File: config.mk
export PLATFORM = sky130hd
export DESIGN_NAME = digit_scan_ctrl
export DESIGN_NICKNAME = d
export VERILOG_FILES = /design/src/rtl/digit_scan_ctrl_pkg.sv /design/src/rtl/digit_scan_ctrl_prescaler.sv /design/src/rtl/digit_scan_ctrl.sv
export SDC_FILE = /design/constraint.sdc
export NUM_CORES = 1
export LEC_CHECK = 0
export ABC_AREA = 1
export CAP_MARGIN = 20
export CORE_ASPECT_RATIO = 1.4
export CORE_MARGIN = 4
export CORE_UTILIZATION = 55
export CTS_CLUSTER_SIZE = 20
export DETAILED_ROUTE_END_ITERATION = 12
export GPL_TIMING_DRIVEN = 0
export PLACE_DENSITY_LB_ADDON = 0.1
export SYNTH_ARGS = -nofsm -noshare
export SYNTH_HDL_FRONTEND = slang
export SYNTH_SLANG_ARGS = --single-unit
File: constraint.sdc
create_clock -name clk -period 1.7 [get_ports clk]
set_input_delay 0.34 -clock clk [delete_from_list [all_inputs] [get_ports clk]]
set_output_delay 0.34 -clock clk [all_outputs]
set_load 0.01 [all_outputs]
File: src/rtl/digit_scan_ctrl_pkg.sv
// Shared definitions for the digit scan controller: FSM state encodings
// and the default slot timing used by the top-level display block.
package digit_scan_ctrl_pkg;

  // Scan FSM encodings (ST_BLANK is only reachable with DIGIT_SCAN_BLANKING_EN).
  typedef enum logic [1:0] {
    ST_IDLE  = 2'd0,
    ST_BLANK = 2'd1,
    ST_ON    = 2'd2
  } scan_state_e;

  // Default slot timing for the display block.
  localparam int unsigned DEF_CLK_DIV      = 50000;
  localparam int unsigned DEF_BLANK_CYCLES = 4;

endpackage

File: src/rtl/digit_scan_ctrl_prescaler.sv
// Slot prescaler for the digit scan controller: modulo-CLK_DIV counter with
// a synchronous clear and a terminal-count flag on the last cycle of a slot.
module scan_prescaler #(
  parameter int unsigned CLK_DIV = 8,
  parameter int unsigned CNT_W   = $clog2(CLK_DIV)
) (
  input  logic             clk,
  input  logic             rst_n,
  input  logic             clr,
  output logic [CNT_W-1:0] count,
  output logic             tc
);

  logic [CNT_W-1:0] count_q;

  assign tc    = (count_q == CNT_W'(CLK_DIV - 1));
  assign count = count_q;

  // Count 0..CLK_DIV-1, wrap at terminal count, hold at zero while cleared.
  always_ff @(posedge clk or negedge rst_n) begin
    if (!rst_n) begin
      count_q <= '0;
    end else if (clr || tc) begin
      count_q <= '0;
    end else begin
      count_q <= count_q + CNT_W'(1);
    end
  end

endmodule

File: src/rtl/digit_scan_ctrl.sv
// Time-multiplexed 7-segment digit scan controller. Drives the digit-mux
// select and active-low anode enables, one slot of CLK_DIV cycles per digit.
// Optional ghost blanking at the start of each slot: DIGIT_SCAN_BLANKING_EN.
// All outputs are registered; blank always equals &an_n.
module digit_scan_ctrl
  import digit_scan_ctrl_pkg::*;
#(
  parameter  int unsigned NUM_DIGITS   = 4,
  parameter  int unsigned CLK_DIV      = DEF_CLK_DIV,
  parameter  int unsigned BLANK_CYCLES = DEF_BLANK_CYCLES,
  localparam int unsigned SEL_W        = $clog2(NUM_DIGITS)
) (
  input  logic                  clk,
  input  logic                  rst_n,
  input  logic                  en,
  output logic [SEL_W-1:0]      sel,
  output logic [NUM_DIGITS-1:0] an_n,
  output logic                  blank,
  output logic                  frame_tick,
  output scan_state_e           dbg_state_o
);

  localparam int unsigned CNT_W = $clog2(CLK_DIV);

  scan_state_e           state_q;
  logic [SEL_W-1:0]      sel_q;
  logic [NUM_DIGITS-1:0] an_n_q;
  logic                  blank_q;
  logic                  frame_tick_q;

  logic [CNT_W-1:0]      scan_cnt;
  logic                  slot_end;
  logic                  scan_clr;
  logic                  sel_wrap;
  logic [SEL_W-1:0]      sel_adv;

  // Active-low one-cold anode pattern for digit s.
  function automatic logic [NUM_DIGITS-1:0] anode_of(input logic [SEL_W-1:0] s);
    logic [NUM_DIGITS-1:0] one;
    one = {{(NUM_DIGITS-1){1'b0}}, 1'b1};
    return ~(one << s);
  endfunction

  // Prescaler is held at zero while idle or disabled, so a restart begins a fresh slot.
  assign scan_clr = ~en | (state_q == ST_IDLE);

  scan_prescaler #(
    .CLK_DIV (CLK_DIV),
    .CNT_W   (CNT_W)
  ) u_prescaler (
    .clk   (clk),
    .rst_n (rst_n),
    .clr   (scan_clr),
    .count (scan_cnt),
    .tc    (slot_end)
  );

  assign sel_wrap = (sel_q == SEL_W'(NUM_DIGITS - 1));
  assign sel_adv  = sel_wrap ? '0 : sel_q + SEL_W'(1);

`ifdef DIGIT_SCAN_BLANKING_EN
  localparam logic [CNT_W-1:0] BLANK_LAST = CNT_W'(BLANK_CYCLES - 1);
`else
  // Without blanking the blank length and the in-slot count are not needed.
  logic unused_cfg;
  assign unused_cfg = (BLANK_CYCLES == 0) | (|scan_cnt);
`endif

  // Scan FSM with registered select, anode, blank and frame-tick outputs.
  always_ff @(posedge clk or negedge rst_n) begin
    if (!rst_n) begin
      state_q      <= ST_IDLE;
      sel_q        <= '0;
      an_n_q       <= '1;
      blank_q      <= 1'b1;
      frame_tick_q <= 1'b0;
    end else if (!en) begin
      state_q      <= ST_IDLE;
      sel_q        <= '0;
      an_n_q       <= '1;
      blank_q      <= 1'b1;
      frame_tick_q <= 1'b0;
    end else begin
      frame_tick_q <= 1'b0;
      case (state_q)
        ST_IDLE: begin
          sel_q <= '0;
`ifdef DIGIT_SCAN_BLANKING_EN
          state_q <= ST_BLANK;
          an_n_q  <= '1;
          blank_q <= 1'b1;
`else
          state_q <= ST_ON;
          an_n_q  <= anode_of('0);
          blank_q <= 1'b0;
`endif
        end
`ifdef DIGIT_SCAN_BLANKING_EN
        ST_BLANK: begin
          if (scan_cnt == BLANK_LAST) begin
            state_q <= ST_ON;
            an_n_q  <= anode_of(sel_q);
            blank_q <= 1'b0;
          end
        end
`endif
        ST_ON: begin
          if (slot_end) begin
            sel_q        <= sel_adv;
            frame_tick_q <= sel_wrap;
`ifdef DIGIT_SCAN_BLANKING_EN
            state_q <= ST_BLANK;
            an_n_q  <= '1;
            blank_q <= 1'b1;
`else
            an_n_q  <= anode_of(sel_adv);
`endif
          end
        end
        default: begin
          state_q <= ST_IDLE;
          sel_q   <= '0;
          an_n_q  <= '1;
          blank_q <= 1'b1;
        end
      endcase
    end
  end

  assign sel         = sel_q;
  assign an_n        = an_n_q;
  assign blank       = blank_q;
  assign frame_tick  = frame_tick_q;
  assign dbg_state_o = state_q;

endmodule

### After elaboration in Yosys (flattened, before gate mapping)

Cells that the tools add are included.

* shift-type cells: 1
* multiplexer cells: 15
* equal/unequal tests: 5
* bitwise operators: 3
* reductions and logical operators: 2
* $add $sub $neg: 2

Operators with widths (count)
* 16-bit by 1-bit adder with 16-bit output (second input constant): 1
* 16-bit == test (second input constant): 1
* 16-bit 2-to-1 mux: 1
* 2-bit 2-to-1 mux: 5
* 4-bit 2-to-1 mux: 2
* 4-bit case mux with 2 select lines: 1
* 2-bit == test (second input constant): 2
* 1-bit 2-to-1 mux: 4
* 4-bit NOT: 1
* 2-bit case mux with 2 select lines: 1
* 1-bit by 2-bit left shift with 4-bit output (first input constant): 1
* 3-bit by 2-bit != test with 1-bit output (second input constant): 1
* 2-bit by 1-bit adder with 2-bit output (second input constant): 1
* 2-bit zero test: 1
* 2-bit != test (second input constant): 1
* 1-bit case mux with 2 select lines: 1
* 1-bit logical OR: 1
* 1-bit NOT: 1
* 1-bit OR: 1

* register bits after elaboration: 26

### Depth between registers and ports, before layout

* word-level depth: 7
* mapped depth: 9
* gate-level depth less buffers: 8

### By module

Synthesis repeated with hierarchy kept, for this count alone.

* cells, all modules: 169
* area total of the unflattened synthesis: 1403.8 sq um

By module, submodules not included
* scan_prescaler: area each 960.9 sq um, times used 1, cells each 123, seq. area each 400.4 sq um
* digit_scan_ctrl: area each 442.9 sq um, times used 1, cells each 46, seq. area each 231.5 sq um

### Worst setup path after synthesis

Ideal clock, no wire load.

* path type: register -> register
* from: reg u_prescaler.count_q[0], in the netlist u_prescaler.count[0]
* to: reg u_prescaler.count_q[10], in the netlist u_prescaler.count[10]
* buffers on the path: 1
* path slack: 0.380 ns
* arrival: 1.202 ns
* data required time: 1.582 ns
* cell stages (with the launch flop): 8
* cell sequence: dfrtp_1 ha_1 nand3_4 nor2_2 nand2_2 nand2_2 buf_4 nor2_1

* word-level cells in the longest chain between the ends: 3
* elaborated cells on any way between the ends: 4
* classes of those cells: 1 x add/sub; 1 x eq/ne; 1 x mux; 1 x reduce/logical

RTL lines
* start: declaration: RTL line digit_scan_ctrl_prescaler.sv:14 `logic [CNT_W-1:0] count_q;`
* start signal: assignment: RTL line digit_scan_ctrl_prescaler.sv:26 `count_q <= count_q + CNT_W'(1);`
* parallel branches: the longest is 2 deep, another holds 16-bit by 1-bit adder with 16-bit output
* 16-bit 2-to-1 mux (*): RTL line digit_scan_ctrl_prescaler.sv:23 `end else if (clr || tc) begin`

Mark *: on every way between the ends.
A chain may end at the register's enable or synchronous reset.

### Final worst setup path

* from: reg sel_q[1], in the netlist sel[1]
* to: out sel[1]

RTL lines
* start: declaration: RTL line digit_scan_ctrl.sv:26 `logic [SEL_W-1:0] sel_q;`
* start signal: assignment: RTL line digit_scan_ctrl.sv:109 `sel_q <= sel_adv;`
* end: declaration: RTL line digit_scan_ctrl.sv:16 `output logic [SEL_W-1:0] sel,`

No word-level cell between the ends.

==> impl_metrics.ini <==
[yosys]
synthTopCellsByArea = dfrtp_1 (37%), nand2_1 (14%), nor2_1 (9.9%), dfstp_2 (9.7%), ha_1 (4.6%)
synthCells = 174
synth_top_area_share_pct = 36.8
ys_ff_latch = 25
synth_edf_count = 0
syn_avg_cell_area_um2 = 7.82
syn_nets = 182
ys.flop_type = dfrtp_1
synth.most_common_cell = nand2_1
synth_area_um2 = 1360
ys_seq_area_share_pct = 46.4
ys_top_cells_by_count = nand2_1 (51), nor2_1 (36), dfrtp_1 (20), inv_1 (14), nand3_1 (12)
synth_warnings = 0
yosysTopAreaCell = dfrtp_1
yosysUniqueCellTypes = 25
ys_async_sr_fraction_pct = 100

[floorplanning]
core_um2 = 2390
die-height_um = 66.9
ioPinCount = 13
die-area_um2 = 3350
core.rowCount = 21
die_w_um = 50.0
initial_core_util_pct = 56.9

[min_path]
hold_path_class = in -> async

[critical_path]
worstSetupPathType = reg -> out
r2r_slack_ns = 0.21
startpoint_type = register
crit_required_ns = 1.36
max_stage_delay_ns = 0.53
crit_family = buffers and inverters
r2r-start = u_prescaler.count[0]
cp-end-kind = primary output
timing.rr.end = sel[0]
cp_num_buf_inv = 1
critPathSlowestCell = clkdlybuf4s50_1
r2r_cells = 8
cp_max_fo = 2
arrival_ns = 1.23
path_cells = clkdlybuf4s50_1

[clocking]
cts_root_buf = clkbuf_4
cts_made_buffers = 3
cts_sinks = 25
clk_pin_slew_ns = 0.13
clk_latency_ns = 0.32
cts_tree = done
hold_buffers = 0
cts_buffer_depth = 2
cts.htree.levels = 1

[route]
drt_first_pass_iters = 6
drc = 0
vias = 1142
wl_per_cell_um = 12.2
antenna_left = 0
wl_mm = 2.76
initialDrtViolationCount = 13
viasPerCell = 5.03

[placed_design]
io_buffers = 11
finalWeightedCongestion = 0.877
dp_hpwl_mm = 2.07
place_ws_ns = -0.0261
post_dp_cell_area_um2 = 1510
place_inst = 219

[power_and_ir_drop]
vdd_drop_max_mv = 0.475
power_density_nw_per_um2 = 629
seqPwrFrac_pct = 62.4
p_sw_mw = 0.243
clockPowerShare_pct = 26.6
p_leak_nw = 0.685
p_int_mw = 0.756
swShare_pct = 24.3
pwr-share-comb_pct = 11.0

[timing]
fmax_mhz = 638
tns_ns = 0
slew_viol_final = 0
period_minus_slack_ns = 1.57
finalSetupViolations = 0
rsz0062_at_grt = no
finalCritPeriodShare_pct = 92.3
setup_ws_ns = 0.132
hold_viol = 0
finalClockSkew_ns = 0.00186

[global_route]
overflow = 0
grt_pass1_vias = 1141
grt.total_usage_pct = 19.5
antenna_found_initial = 0
grt_pass1_wl_mm = 4.91
grt_max_degree = 26

[layout]
final_nets = 202
antenna_cells = 0
final_cells = 227
final_layout_size_suffix_gt1_share_pct = 11.4
design_area_um2 = 1590
area_growth_pct = 16.8

[status]
status = finished, final reports clean

[run]
cap_violations = 0
## final cells by class
cell class	instances	area [µm²]
multi-input combinational	130	646
clock buffer	4	26.3
sequential	25	633
inverter	15	56.3
timing repair buffer	15	156
tap	34	42.5
buffer	4	30.0
fill	208	801
## routing by layer
metal  GRT usage [%]  vias to the layer above  share of wire, %  routed length [µm]
met5               0                        -                 0                   0
met4            8.30                        0               1.6                  45
met3            1.34                        5               1.9                  53
met2            37.3                       21                54                1500
met1            21.8                      541                42                1170
li1                -                      575                 -                   -
## power by group through the flow
stage | Combinational [mW] | Sequential, mW | Clock (mW)
after CTS | 0.0993 | 0.626 | 0.280
after floorplan | 0.0411 | 0.643 | 0
after detailed placement | 0.0992 | 0.639 | 0
after global routing | 0.124 | 0.627 | 0.310
after global placement | 0.0980 | 0.637 | 0
final | 0.110 | 0.624 | 0.265
## through the flow
step                      util, %  power, mW  hold WS, ns
after global routing         66.5       1.06        0.280
after detailed placement     63.3      0.738        0.460
after global placement       63.3      0.735        0.451
final                        66.5       1.00        0.286
after floorplan                 -      0.684       0.0444
after CTS                    64.5       1.01        0.479
## state kept, by name, indices dropped and copies added, names as in the netlist
signal             cells
frame_tick             1
sel                    2
blank                  1
an_n                   4
u_prescaler.count     16
dbg_state_o            1
## logic make-up after synthesis
group / synth area share [%]
adder cells (fa/ha/maj): 4.60
buffers and inverters: 6.34
AO/OA/AOI/OAI: 1.65
XOR/XNOR: 5.79
flip-flops: 46.4
other: 0.275
AND/OR/NAND/NOR: 34.9
## worst max path at each step
stage                         start                    end  slack [ns]  cells past startpoint
3_3_place_gp                     en  u_prescaler.count[12]      -0.008                      6
3_5_place_dp                     en  u_prescaler.count[12]       -0.03                      6
2_1_floorplan  u_prescaler.count[0]  u_prescaler.count[10]        0.38                      7
5_1_grt        u_prescaler.count[0]                 sel[0]        0.03                      8
4_1_cts              dbg_state_o[1]         dbg_state_o[1]        0.02                      1
6_report                     sel[1]                 sel[1]        0.13                      1
## layout by cell type, fill, tap and decap left out, types with 2 or more instances in the layout
cell,synthesis,routed
xnor2_1,2,2
clkbuf_1,1,2
dfrtp_1,20,19
dlygate4sd2_1,0,5
nand3_1,12,12
xor2_1,7,7
nor2_2,2,2
inv_1,14,14
clkdlybuf4s50_1,0,5
clkbuf_4,0,3
nand2_1,51,51
nor2_1,36,36
dfstp_2,5,5
buf_4,2,5
ha_1,5,4
nand4_1,4,4
nand2_2,2,2
## repair_timing
| action | in CTS | in global routing |
|---|---|---|
| endpoints found under the hold margin | 0 | 0 |
| resized for setup | 6 | 2 |
| setup endpoints to repair | 7 | 5 |
| setup buffers | 1 | 2 |
Power figures use the tool's default switching activity.
